File: src/rtl/switch_debounce_ctrl.sv
// Slide-switch conditioner: two-flop synchroniser, counter-based debounce FSM,
// registered press/release strobes, toggling LED and a wrapping press counter.
module switch_debounce_ctrl #(
  parameter int unsigned DEBOUNCE_CYCLES = 1000000,
  parameter int unsigned CNT_W           = 8,
  parameter int unsigned DBC_W           = 20
) (
  input  logic             iCLK,
  input  logic             iRST_N,
  input  logic             iSW,
  output logic             oSW_STABLE,
  output logic             oPRESS,
  output logic             oRELEASE,
  output logic             oLED,
  output logic [CNT_W-1:0] oCOUNT
);

  typedef enum logic [1:0] {
    LOW_STABLE,
    WAIT_HIGH,
    HIGH_STABLE,
    WAIT_LOW
  } state_e;

  localparam logic [DBC_W-1:0] CNT_LAST = DBC_W'(DEBOUNCE_CYCLES - 1);
  localparam logic [DBC_W-1:0] CNT_ONE  = DBC_W'(1);

  logic             s1_q;
  logic             sync_q;
  state_e           state_q, state_d;
  logic [DBC_W-1:0] cnt_q, cnt_d;
  logic             stable_q, stable_d;
  logic             press_q, press_d;
  logic             rel_q, rel_d;
  logic             led_q, led_d;
  logic [CNT_W-1:0] count_q, count_d;
  logic             cnt_done;

  assign cnt_done = (cnt_q == CNT_LAST);

  always_ff @(posedge iCLK or negedge iRST_N) begin
    if (!iRST_N) begin
      s1_q     <= 1'b0;
      sync_q   <= 1'b0;
      state_q  <= LOW_STABLE;
      cnt_q    <= '0;
      stable_q <= 1'b0;
      press_q  <= 1'b0;
      rel_q    <= 1'b0;
      led_q    <= 1'b0;
      count_q  <= '0;
    end else begin
      s1_q     <= iSW;
      sync_q   <= s1_q;
      state_q  <= state_d;
      cnt_q    <= cnt_d;
      stable_q <= stable_d;
      press_q  <= press_d;
      rel_q    <= rel_d;
      led_q    <= led_d;
      count_q  <= count_d;
    end
  end

  // The counter already holds 1 on entry to a WAIT state, so reaching
  // DEBOUNCE_CYCLES-1 there means DEBOUNCE_CYCLES consecutive samples.
  always_comb begin
    state_d = state_q;
    cnt_d   = '0;
    unique case (state_q)
      LOW_STABLE: begin
        if (sync_q) begin
          state_d = WAIT_HIGH;
          cnt_d   = CNT_ONE;
        end
      end
      WAIT_HIGH: begin
        if (!sync_q)       state_d = LOW_STABLE;
        else if (cnt_done) state_d = HIGH_STABLE;
        else               cnt_d   = cnt_q + CNT_ONE;
      end
      HIGH_STABLE: begin
        if (!sync_q) begin
          state_d = WAIT_LOW;
          cnt_d   = CNT_ONE;
        end
      end
      WAIT_LOW: begin
        if (sync_q)        state_d = HIGH_STABLE;
        else if (cnt_done) state_d = LOW_STABLE;
        else               cnt_d   = cnt_q + CNT_ONE;
      end
      default: state_d = LOW_STABLE;
    endcase
  end

  always_comb begin
    stable_d = stable_q;
    press_d  = 1'b0;
    rel_d    = 1'b0;
    led_d    = led_q;
    count_d  = count_q;
    if (state_q == WAIT_HIGH && sync_q && cnt_done) begin
      stable_d = 1'b1;
      press_d  = 1'b1;
      led_d    = ~led_q;
      count_d  = count_q + 1'b1;
    end else if (state_q == WAIT_LOW && !sync_q && cnt_done) begin
      stable_d = 1'b0;
      rel_d    = 1'b1;
    end
  end

  assign oSW_STABLE = stable_q;
  assign oPRESS     = press_q;
  assign oRELEASE   = rel_q;
  assign oLED       = led_q;
  assign oCOUNT     = count_q;

endmodule

File: config.mk
export PLATFORM = sky130hd
export DESIGN_NAME = switch_debounce_ctrl
export DESIGN_NICKNAME = d
export VERILOG_FILES = /design/src/rtl/switch_debounce_ctrl.sv
export SDC_FILE = /design/constraint.sdc
export NUM_CORES = 1
export LEC_CHECK = 0
export ABC_AREA = 1
export CAP_MARGIN = 20
export CORE_ASPECT_RATIO = 0.75
export CORE_UTILIZATION = 52
export DETAILED_ROUTE_END_ITERATION = 10
export GPL_TIMING_DRIVEN = 0
export PLACE_DENSITY = 0.86
export SLEW_MARGIN = 20
export SYNTH_ARGS = -nofsm -noshare
export SYNTH_HDL_FRONTEND = slang
export SYNTH_SLANG_ARGS = --single-unit
File: constraint.sdc
create_clock -name iCLK -period 1.4 [get_ports iCLK]
set_input_delay 0.28 -clock iCLK [delete_from_list [all_inputs] [get_ports iCLK]]
set_output_delay 0.28 -clock iCLK [all_outputs]
set_load 0.01 [all_outputs]
==> results of run 1 <==
-- what timing repair did --
item	in CTS	in global routing
pin swaps	5	5
setup buffers	15	5
hold endpoints to repair	15	0
resized for setup	30	16
endpoints found under the setup margin	42	34
hold buffers	1	0
-- synth_stat cells (3+ instances only) --
cell type / count / area, um^2
nor2_1: 46 / 172.7
nand2_1: 69 / 259.0
inv_1: 31 / 116.4
nor2_2: 5 / 31.28
nor2_4: 3 / 33.78
o21ai_0: 4 / 20.02
a21oi_1: 3 / 15.01
nand3_2: 3 / 30.03
nand2_2: 5 / 31.28
xor2_1: 8 / 70.07
nand3_1: 15 / 75.07
dfrtp_1: 36 / 900.9
nor3_1: 9 / 45.04
xnor2_1: 4 / 35.03
-- critical path: cells and delay by family, from the launching register on --
family	cells	cell delay (ns)
buffers and inverters	1	0.10
flip-flops	1	0.42
AND/OR/NAND/NOR	6	0.83
-- cell type report --
class / instances / share of cell area, %
Clock buffer: 5 / 2.666
Inverter: 32 / 4.653
Multi-Input combinational cell: 187 / 40.72
Tap cell: 50 / 2.424
Buffer: 1 / 0.5817
Clock inverter: 3 / 1.648
Sequential cell: 36 / 34.95
Timing Repair Buffer: 36 / 12.36
-- cell families (layout without fill, tap and decap cells) --
kind of cell,Yosys count,in the layout,share of synthesized area (%)
AOI/OAI and AO/OA,12,12,3.514
xor gates and xnor gates,12,12,5.367
adders and majority gates,2,2,1.278
buffers and inverters,33,77,6.517
DFF,36,36,46.01
and+or+nand+nor,161,161,37.32
-- flip-flops by register name, indices dropped and copies added, names as in the netlist, named ones only --
signal	flops
cnt_q	20
oCOUNT	8
oLED	1
oPRESS	1
oRELEASE	1
oSW_STABLE	1
s1_q	1
state_q	1
sync_q	1
-- per-stage QoR --
stage,TNS (ns),setup slack [ns],power [W]
detailed placement,-2.809,-0.1480,0.001147
CTS,-0.01298,-0.006738,0.002074
finish,-0.4698,-0.05171,0.002071
global route,-3.028,-0.1392,0.002128
floorplan,0,0.02657,0.001104
global placement,-27.23,-0.7185,0.001137
-- worst max-delay path by stage --
stage	start	endpoint	slack, ns
floorplan	cnt_q[0]	cnt_q[12]	0.03
global placement	iRST_N	oPRESS	-0.72
detailed placement	cnt_q[0]	cnt_q[12]	-0.15
CTS	cnt_q[1]	flop	-0.007
global route	cnt_q[2]	cnt_q[19]	-0.14
finish	cnt_q[5]	cnt_q[19]	-0.05
-- per-layer routing --
layer | up-vias | part of all wire (%)
met3 | 6 | 6.2
met2 | 68 | 47
met5 | - | 0
li1 | 879 | -
met4 | 0 | 0.84
met1 | 830 | 46
-- power breakdown --
part	switching (W)	leakage [nW]	total (W)	internal, W
clock network	0.000394	0.0541	0.000921	0.000527
registers	0.00000898	0.492	0.00106	0.00105
logic	0.0000567	0.710	0.0000946	0.0000378
total	0.000459	1.26	0.00207	0.00161
==> flow_metrics.tcl, run 1 <==
set metrics [dict create \
    initial_utilization_pct 56.83 \
    io_pins 15 \
    rsz0062_at_grt "yes" \
    p_leak_nw 1.256 \
    drive_gt1_share_pct 23.33 \
    use_met1_pct 33.37 \
    grt_pass1_vias 1571 \
    mostFrequentLayoutCell "nand2_1" \
    crit_path_cell_trace "nand2_1, nor2_1, nand3_4, inv_1, nand3_1, nor2_1, nor2_1" \
    routed_wl_um 4764 \
    post_drt_wl_per_cell_um 13.61 \
    synthCells 256 \
    core_area_um2 3446 \
    ff_latch_area_um2 902.1 \
    fin_area_um2 2581 \
    run_status "complete, but fails checks" \
    min_period_ns 1.452 \
    setup_viol 25 \
    instances_no_fill 350 \
    maxCapViolCount 0 \
    diodes 0 \
    critical_path.max_fanout 5 \
    final_nets 304 \
    setup_slack_ns -0.05171 \
    cts_tree "built" \
    holdPathStages 0 \
    synthToLayoutAreaGrowth_pct 31.82 \
    die_w_um 72.86 \
    die_h_um 55.15 \
    rows 18 \
    power_density_nw_per_um2 802.5 \
    cp-end-kind "flop" \
    numCtsBuffers 5 \
    fillerInstances 242 \
    synth.cell_area_um2 1958 \
    reg2regPathDepth 7 \
    yosysSeqAreaShare_pct 46.01 \
    grt_max_degree 22 \
    timing.fmax_mhz 688.8 \
    grt_overflow_total 0 \
    drv_slew 0 \
    grt_usage_pct 24.63 \
    cts_max_level 2 \
    critPathKind "reg2reg" \
    hp-class "reg2reg" \
    synth_cell_types 25 \
    clk_pin_slew_worst_paths_ns 0.08 \
    r2r-end "cnt_q[19]" \
    syn_avg_cell_area_um2 7.649 \
    skew_ns 0.005842 \
    violations "negative setup slack" \
    hpwlAfterDp_um 3021 \
    gp_congestion 0.9144 \
    reg2reg_from "cnt_q[5]" \
    via_count 1783 \
    arrival_ns 1.64 \
    relSlewSlack_pct 73.78 \
    ys_dominant_reg_cell "dfrtp_1" \
    postLayoutCoreUtil_pct 74.91 \
    crit_required_ns 1.59 \
    synth_edf_count 0 \
    insertion_delay_ns 0.30 \
    mostFrequentLayoutCells "nand2_1, nor2_1, dfrtp_1, inv_1, buf_4" \
    use_met2_pct 38.63 \
    met3_usage_pct 6.159 \
    clockRootBuffer "clkbuf_8" \
    firstDrtPassIters 5 \
    async_flop_share_pct 100.0 \
    cts_sinks 36 \
    slowest_stage "dfrtp_1" \
    worst_hold_slack_ns 0.3595 \
    drt_iter0_markers 172 \
    tightestPinTransition_ns 0.3934 \
    clockBufferDepth 2 \
    grt_pass1_wl_um 7196 \
    fp.dieArea_um2 4018 \
    final-hold-violation-count 0 \
    drc_errors 0 \
    drt.antenna.violating_nets 0 \
    gr-max-usage-layer "met2" \
    hold_start "s1_q" \
    whs_endpoint "sync_q" \
    dp_cells 321 \
    grt_antenna_before_repair 0 \
    vias_per_cell 5.094 \
    ys_ff_latch 36 \
    ys_warn_count 0 \
    synthesis.nets 261 \
    place_area_um2 2183 \
    numPortBuffers 14 \
    start_kind "flop" \
    r2r_slack_ns -0.05 \
    critPathMaxStageDelay_ns 0.42 \
    multi_input_area_um2 1051 \
    ir_drop_mv 0.7806 \
    finalCritPeriodShare_pct 103.7 \
    critPathMostFrequentCell "nor2_1" \
]
No activity file was read; power rests on OpenSTA's default activity.
==> run 2: changes to the inputs <==
CORE_UTILIZATION = 54   (was 52)
CTS_BUF_LIST = sky130_fd_sc_hd__clkbuf_2 sky130_fd_sc_hd__clkbuf_4 sky130_fd_sc_hd__clkbuf_8   (was not set)
PLACE_DENSITY = 0.89   (was 0.86)
==> run 2 against run 1 <==
The flow still finishes with violations (negative setup slack). Global-route usage up 2.1 points. Worst hold slack got worse by 0.0040 ns. First-iteration DRC count down 48%. Clock power hardly changed. Non-clock buffer count decreased by 4. Count of clock-buffer cells in the layout did not move. Routed wire length increased by 4.4%. Die area decreased by 3.6%. Register-to-register slack lost 0.06 ns. Final cell count decreased by 4.0%. Combinational power grew 18%.
==> flow_metrics.tcl, run 2 (synthesized netlist as in run 1, its figures left out) <==
set metrics [dict create \
    run_status "complete, but fails checks" \
    violations "negative setup slack" \
    maxCapViolCount 0 \
    clockBufferDepth 2 \
    relSlewSlack_pct 69.92 \
    reg2reg_from "cnt_q[1]" \
    finalCritPeriodShare_pct 107.9 \
    ir_drop_mv 0.7305 \
    gp_congestion 0.8874 \
    rows 18 \
    reg2regPathDepth 8 \
    io_pins 15 \
    vias_per_cell 5.488 \
    synthToLayoutAreaGrowth_pct 33.10 \
    core_area_um2 3378 \
    largest_register_ffs 20 \
    rsz0062_at_grt "yes" \
    instances_no_fill 336 \
    worst_hold_slack_ns 0.3555 \
    mostFrequentLayoutCells "nand2_1, nor2_1, dfrtp_1, inv_1, buf_4" \
    cts_sinks 36 \
    grt_pass1_wl_um 7507 \
    cts_tree "built" \
    power_density_nw_per_um2 800.3 \
    hpwlAfterDp_um 3045 \
    critPathKind "reg2reg" \
    place_ws_ns -0.1571 \
    grt_overflow_total 0 \
    die_w_um 71.54 \
    hold_start "s1_q" \
    clk_pin_slew_worst_paths_ns 0.07 \
    cts_max_level 2 \
    crit_required_ns 1.64 \
    tns_ns -2.081 \
    routed_wl_um 4974 \
    firstDrtPassIters 4 \
    numPortBuffers 14 \
    grt_antenna_before_repair 0 \
    grt_max_degree 20 \
    diodes 0 \
    numCtsBuffers 5 \
    grt_pass1_vias 1648 \
    tightestPinTransition_ns 0.4513 \
    via_count 1844 \
    holdPathStages 0 \
    hp-class "reg2reg" \
    insertion_delay_ns 0.29 \
    die_h_um 54.15 \
    initial_utilization_pct 57.96 \
    fp.dieArea_um2 3874 \
    r2r_slack_ns -0.11 \
    setup_viol 30 \
    setup_slack_ns -0.1109 \
    grt_usage_pct 26.78 \
    final_nets 300 \
    critical_path.max_fanout 5 \
    whs_endpoint "sync_q" \
    post_drt_wl_per_cell_um 14.80 \
    worstSetupStartpoint "cnt_q[1]" \
    drt.antenna.violating_nets 0 \
    drv_slew 0 \
    mostFrequentLayoutCell "nand2_1" \
    skew_ns 0.002961 \
    p_leak_nw 1.241 \
    arrival_ns 1.75 \
    power_w 0.002086 \
    drive_gt1_share_pct 25.00 \
    timing.fmax_mhz 661.9 \
    dp_cells 311 \
    min_period_ns 1.511 \
    clockRootBuffer "clkbuf_8" \
    final-hold-violation-count 0 \
    drt_iter0_markers 89 \
    top_register "cnt_q" \
    drc_errors 0 \
    start_kind "flop" \
    cp-end-kind "flop" \
]
run 2: cell types whose count changed in the layout (fill, tap and decap cells not counted), moves of 2 or more:
| cell | delta |
|---|---|
| nor3_1 | -2 |
| nor2_1 | -2 |
| nor2_4 | +2 |
| buf_4 | -4 |
run 2: per-layer routing:
layer  wire [um]  global-route usage, %
met3         335                  5.618
met2        2419                  45.56
met4         108                  11.76
met5           0                      0
met1        2109                  33.89
run 2: stage by stage:
stage	util (%)	instance area, um^2
CTS	73.56	2485
detailed placement	64.26	2171
global route	77.15	2606
global placement	63.59	2148
floorplan	-	1958
finish	77.15	2606
run 2: critical path: stages, from the launching register on:
cell	delay, ns
dfrtp_1	0.40
ha_4	0.18
nand3_4	0.12
nor2_4	0.16
nand2_2	0.08
nor2_4	0.22
nand2_2	0.11
nand2_2	0.07
and2_4	0.13
run 2: worst max-delay path by stage:
stage          cells past startpoint    endpoint
2_1_floorplan                      7   cnt_q[12]
3_3_place_gp                       1    oRELEASE
3_5_place_dp                       8  oSW_STABLE
4_1_cts                            8  oSW_STABLE
5_1_grt                            7   oCOUNT[3]
6_report                           8        flop
run 2: area by class of cell:
class,count,area (um^2)
well taps,40,50.05
fillers,227,772.0
clock inverters,3,42.54
clock buffers,5,68.82
multi-input cells,187,1105
repair buffers,32,302.8
plain buffers,1,15.01
inverters,32,120.1
flip-flops and latches,36,902.1
run 2: what timing repair did:
| item | CTS | global route |
|---|---|---|
| hold buffers | 1 | 0 |
| gates cloned | 0 | 1 |
| endpoints found under the hold margin | 17 | 0 |
| resized for setup | 38 | 20 |
| pin swaps | 12 | 9 |
| buffers inserted | 12 | 3 |
| setup endpoints to repair | 42 | 34 |
run 2: power breakdown:
group	internal [W]	switching [W]
Sequential	0.00105	0.00000909
Clock	0.000527	0.000391
Combinational	0.0000472	0.0000645
